### config.mk
export PLATFORM = sky130hd
export DESIGN_NAME = imem_boot_loader_flat
export DESIGN_NICKNAME = d
export VERILOG_FILES = /design/src/rtl/imem_boot_loader_if.sv /design/src/rtl/imem_boot_loader.sv /design/src/flat_wrapper.sv
export SDC_FILE = /design/constraint.sdc
export NUM_CORES = 1
export LEC_CHECK = 0
export CAP_MARGIN = 10
export CELL_PAD_IN_SITES_DETAIL_PLACEMENT = 2
export CELL_PAD_IN_SITES_GLOBAL_PLACEMENT = 2
export CORE_MARGIN = 2
export CORE_UTILIZATION = 32
export DETAILED_ROUTE_END_ITERATION = 10
export PLACE_DENSITY = 0.79
export SYNTH_ARGS = -nofsm -noshare
export SYNTH_HDL_FRONTEND = slang
export SYNTH_SLANG_ARGS = --single-unit
### constraint.sdc
create_clock -name clk -period 2.7 [get_ports clk]
set_clock_uncertainty 0.05 [all_clocks]
set_input_delay 0.27 -clock clk [delete_from_list [all_inputs] [get_ports clk]]
set_output_delay 0.27 -clock clk [all_outputs]
set_load 0.01 [all_outputs]
### src/rtl/imem_boot_loader_if.sv
// rtl/imem_boot_loader_if.sv - byte-stream receive and instruction-memory write bundle for the boot loader
interface imem_boot_loader_if #(
    parameter int ADDR_W = 10
);
    logic [7:0]        rx_data;
    logic              rx_valid;
    logic              rx_ready;
    logic              imem_we;
    logic [ADDR_W-1:0] imem_addr;
    logic [31:0]       imem_wdata;

    modport master (
        input  rx_data, rx_valid,
        output rx_ready, imem_we, imem_addr, imem_wdata
    );

    modport slave (
        output rx_data, rx_valid,
        input  rx_ready, imem_we, imem_addr, imem_wdata
    );
endinterface

### src/rtl/imem_boot_loader.sv
// rtl/imem_boot_loader.sv - length-prefixed, XOR-checksummed byte image loader into instruction memory
module imem_boot_loader #(
    parameter int IMEM_DEPTH = 1024,
    parameter int ADDR_W     = 10
) (
    input  logic                 clk,
    input  logic                 rst,
    imem_boot_loader_if.master   bus,
    output logic                 core_rst,
    output logic                 load_done,
    output logic                 load_error,
    output logic [15:0]          words_loaded
);

    typedef enum logic [2:0] {
        S_LEN_LO,
        S_LEN_HI,
        S_DATA,
        S_CHECK,
        S_DONE,
        S_ERROR
    } state_t;

    localparam logic [16:0] DEPTH_LIMIT = 17'(IMEM_DEPTH);

    state_t      state;
    logic [15:0] len;
    logic [7:0]  xor_acc;
    logic [1:0]  byte_idx;
    logic [23:0] word_buf;
    logic        accept;

    assign accept = bus.rx_valid && bus.rx_ready;

    // words_loaded doubles as the write index: it bumps on the same edge that raises imem_we,
    // so the pulse for word k carries address k while the counter already reads k+1.
    always_ff @(posedge clk) begin
        if (rst) begin
            state          <= S_LEN_LO;
            len            <= '0;
            xor_acc        <= '0;
            byte_idx       <= '0;
            word_buf       <= '0;
            bus.rx_ready   <= 1'b1;
            bus.imem_we    <= 1'b0;
            bus.imem_addr  <= '0;
            bus.imem_wdata <= '0;
            core_rst       <= 1'b1;
            load_done      <= 1'b0;
            load_error     <= 1'b0;
            words_loaded   <= '0;
        end else begin
            bus.imem_we <= 1'b0;
            if (accept) begin
                unique case (state)
                    S_LEN_LO: begin
                        len[7:0] <= bus.rx_data;
                        xor_acc  <= xor_acc ^ bus.rx_data;
                        state    <= S_LEN_HI;
                    end
                    S_LEN_HI: begin
                        len[15:8] <= bus.rx_data;
                        xor_acc   <= xor_acc ^ bus.rx_data;
                        if ({1'b0, bus.rx_data, len[7:0]} > DEPTH_LIMIT) begin
                            state        <= S_ERROR;
                            bus.rx_ready <= 1'b0;
                            load_error   <= 1'b1;
                        end else if ({bus.rx_data, len[7:0]} == 16'd0) begin
                            state <= S_CHECK;
                        end else begin
                            state <= S_DATA;
                        end
                    end
                    S_DATA: begin
                        xor_acc  <= xor_acc ^ bus.rx_data;
                        byte_idx <= byte_idx + 2'd1;
                        unique case (byte_idx)
                            2'd0: word_buf[7:0]   <= bus.rx_data;
                            2'd1: word_buf[15:8]  <= bus.rx_data;
                            2'd2: word_buf[23:16] <= bus.rx_data;
                            2'd3: begin
                                bus.imem_we    <= 1'b1;
                                bus.imem_addr  <= words_loaded[ADDR_W-1:0];
                                bus.imem_wdata <= {bus.rx_data, word_buf};
                                words_loaded   <= words_loaded + 16'd1;
                                if (words_loaded == len - 16'd1) begin
                                    state <= S_CHECK;
                                end
                            end
                        endcase
                    end
                    S_CHECK: begin
                        bus.rx_ready <= 1'b0;
                        if (bus.rx_data == xor_acc) begin
                            state     <= S_DONE;
                            core_rst  <= 1'b0;
                            load_done <= 1'b1;
                        end else begin
                            state      <= S_ERROR;
                            load_error <= 1'b1;
                        end
                    end
                    default: begin
                    end
                endcase
            end
        end
    end

endmodule

### src/flat_wrapper.sv
// flat-port wrapper written by rule: the top's interface ports become plain ports
module imem_boot_loader_flat 
#(
    parameter int IMEM_DEPTH = 1024,
    parameter int ADDR_W     = 10
)
  (clk, rst, core_rst, load_done, load_error, words_loaded, bus_rx_data, bus_rx_valid, bus_rx_ready, bus_imem_we, bus_imem_addr, bus_imem_wdata);
  imem_boot_loader_if #(.ADDR_W(ADDR_W)) bus_i ();
  input  logic clk;
  input  logic rst;
  output logic core_rst;
  output logic load_done;
  output logic load_error;
  output logic [15:0] words_loaded;
  input wire logic [$bits(bus_i.rx_data)-1:0] bus_rx_data;
  input wire logic [$bits(bus_i.rx_valid)-1:0] bus_rx_valid;
  output wire logic [$bits(bus_i.rx_ready)-1:0] bus_rx_ready;
  output wire logic [$bits(bus_i.imem_we)-1:0] bus_imem_we;
  output wire logic [$bits(bus_i.imem_addr)-1:0] bus_imem_addr;
  output wire logic [$bits(bus_i.imem_wdata)-1:0] bus_imem_wdata;
  assign bus_i.rx_data = bus_rx_data;
  assign bus_i.rx_valid = bus_rx_valid;
  assign bus_rx_ready = bus_i.rx_ready;
  assign bus_imem_we = bus_i.imem_we;
  assign bus_imem_addr = bus_i.imem_addr;
  assign bus_imem_wdata = bus_i.imem_wdata;
  imem_boot_loader #(.IMEM_DEPTH(IMEM_DEPTH), .ADDR_W(ADDR_W)) u_core (.clk(clk), .rst(rst), .bus(bus_i), .core_rst(core_rst), .load_done(load_done), .load_error(load_error), .words_loaded(words_loaded));
endmodule
==> results.toml <==
[power]
switchingPower_w = 0.001147
power.share.clock_pct = 52.9
pwr-share-comb_pct = 9.1
leakagePower_nw = 2.313
vdd_ir_drop_max_mv = 0.4467
finalPower_w = 0.004758
p_int_w = 0.003611
powerDensity_nw_per_um2 = 717.9
swShare_pct = 24.11
seqPwrFrac_pct = 38.0

[detailed_routing]
first_iter_violations = 191
viasPerCell = 5.091
ant_nets = 0
post_drt_wl_per_cell_um = 18.39
vias = 4577
routed_wl_mm = 16.53
drc = 0
drt_first_pass_iters = 5

[placed_design]
place_hpwl_mm = 11.01
routabilityCongestion = 0.7848
port_buffers = 73

[critical_path]
worst-path-max-fanout = 8
start_kind = "flip-flop"
required_ns = 2.94
critPathKind = "flip-flop to flip-flop"
critPathArrivalTime_ns = 2.76
startpoint = "u_core.len[1]"
end_kind = "flip-flop"
rr_startpoint = "u_core.len[1]"

[sta]
clock.fmax_mhz = 397.2
min_period_ns = 2.518
tns_ns = 0
max_slew_margin_pct = 63.64
hold_violations = 0
holdWs_ns = 0.2089
worst_pin_slew_ns = 0.5414
fin_crit_sh_pct = 93.24
slew_violations = 0
setup_viol = 0

[floorplanning]
die_h_um = 129.0
ios = 74
die-width_um = 129.0
die-area_um2 = 16630
start_util_pct = 32.75
rows = 45
fp.coreArea_um2 = 15260

[layout]
nNetsFinal = 692
postLayoutCoreUtil_pct = 43.44
drive_above_1_share_pct = 9.738
area_growth_pct = 32.62
diodes = 0

[yosys]
synth_seq_area_share_pct = 46.47
postSynthCellCount = 612
synth_nets = 629
yosysTopAreaCellShare_pct = 46.47
syn_area_um2 = 4997
syn_avg_cell_area_um2 = 8.166
synth_seq_cells = 116
synth-async-reset-ratio_pct = 0
synth_area_leaders = "dfxtp_1 46%, nand2_1 10%, a21oi_1 8.3%"
synth_enable_flop_cells = 0
synth_warnings = 0
yosysTopAreaCell = "dfxtp_1"
yosysUniqueCellTypes = 46
yosys_most_used_dff = "dfxtp_1"

[clock_tree]
cts_sinks = 116
clkLatencyLatePin_ns = 0.42
cts_setup_buffers = 0
tritoncts = "built"
ctsHtreeMaxLevel = 4
numCtsBuffers = 17
clk_pin_slew_ns = 0.06
clockBufferDepth = 2
clockRootBuffer = "clkbuf_16"

[job]
cap_violations = 0

[grt]
grt_max_degree = 87
grtUsageTotal_pct = 20.81
antenna_found_initial = 0
grt_pass1_vias = 4932
grt-ovfl-total = 0
grt_pass1_wl_mm = 26.61

[worst_hold_path]
worstHoldStart = "rst"
hold_class = "input port to flip-flop"

[status]
status = "finished clean"
-- what timing repair did --
item | in CTS | in global routing
setup endpoints to repair | 0 | 2
endpoints found under the hold margin | 0 | 0
gates resized for setup | 0 | 2
hold buffers | 0 | 0
-- registers in the layout (all words and copies together) (netlist names) --
name,count
u_core.byte_idx,2
u_core.bus.rx_ready,1
u_core.core_rst,1
u_core.load_error,1
u_core.xor_acc,8
u_core.words_loaded,16
u_core.state,3
u_core.len,16
u_core.bus.imem_wdata,32
u_core.load_done,1
u_core.word_buf,24
u_core.bus.imem_we,1
u_core.bus.imem_addr,10
-- critical path, cell delays in order, from the launching register on --
cell and delay (ns):
dfxtp_1 0.35, inv_1 0.12, ha_1 0.32, nor2b_2 0.28, nand3b_4 0.13, or3_4 0.38, a2111oi_4 0.41, o311ai_1 0.19
nand2_1 0.11, a21oi_1 0.06
-- synth_stat cells, drive strengths merged (2+ instances only) --
cell type and instances:
nand2 139, dfxtp 116, a21oi 84, nand3 45, nor2 45, clkbuf 40, xor2 31, xnor2 18
mux2i 12, nand4 8, inv 7, nor3 7, ha 6, buf 5, nor2b 5, nor4 5
or3 4, mux2 3, nand4b 3, o21ai 3, a31oi 2, and3 2, nand2b 2, nand3b 2
nor3b 2, o22ai 2, or2 2
-- worst paths after layout --
kind | to | slack (ns) | cells past startpoint
setup / recovery | u_core.state[0] | 0.18 | 9
hold reg to reg | u_core.load_done | 0.40 | 2
hold / removal | u_core.len[3] | 0.21 | 2
setup reg to reg | u_core.state[0] | 0.18 | 9
-- logic make-up after synthesis --
kind of cell               share of synthesized area (%)
adders and majority gates                          1.502
xor gates and xnor gates                           8.588
muxes                                              3.080
buffers and inverters                              3.931
AOI/OAI and AO/OA                                  10.84
and+or+nand+nor                                    25.59
DFF                                                46.47
-- per-layer routing --
layer / up-vias / global-route usage (%) / wire length, um
li1: 2173 / - / -
met1: 2298 / 24.65 / 7271
met2: 84 / 36.57 / 8368
met3: 22 / 5.364 / 566
met4: 0 / 7.097 / 327
met5: - / 0 / 0
-- power groups by stage --
stage | Sequential (W) | Clock [W] | Combinational (W)
final | 0.00181 | 0.00252 | 0.000433
after global placement | 0.00184 | 0 | 0.000406
after floorplan | 0.00182 | 0 | 0.000309
after CTS | 0.00181 | 0.00255 | 0.000434
after global routing | 0.00182 | 0.00264 | 0.000478
after detailed placement | 0.00184 | 0 | 0.000423
-- area by class of cell --
type / instances / area (um^2)
clock inverters: 10 / 167.7
well taps: 211 / 264.0
multi-input cells: 444 / 2492
inverters: 7 / 26.28
repair buffers: 89 / 860.8
clock buffers: 22 / 494.2
flip-flops and latches: 116 / 2322
fillers: 1699 / 8631
-- metrics by stage --
stage / worst slack, ns / cells / instance area, um^2
floorplan: 0.4805 / 612 / 4997
global placement: 0.3313 / 867 / 5957
detailed placement: 0.2067 / 867 / 5957
CTS: 0.1245 / 899 / 6619
global route: -0.005626 / 899 / 6628
finish: 0.1825 / 899 / 6628
-- cells in the final DEF (no fill, tap or decap), drive strengths merged, types with 3 or more instances in the layout --
cell type	n
bufinv	4
nor2	45
xnor2	18
nand2	139
nand4b	3
nor4	5
buf	17
mux2	3
nand3	45
o21ai	3
clkinv	3
ha	6
clkdlybuf4s50	72
nand4	8
dfxtp	116
nor2b	5
clkbuf	22
xor2	31
nor3	7
inv	9
mux2i	12
or3	4
a21oi	84
No activity file was read; power rests on OpenSTA's default activity.
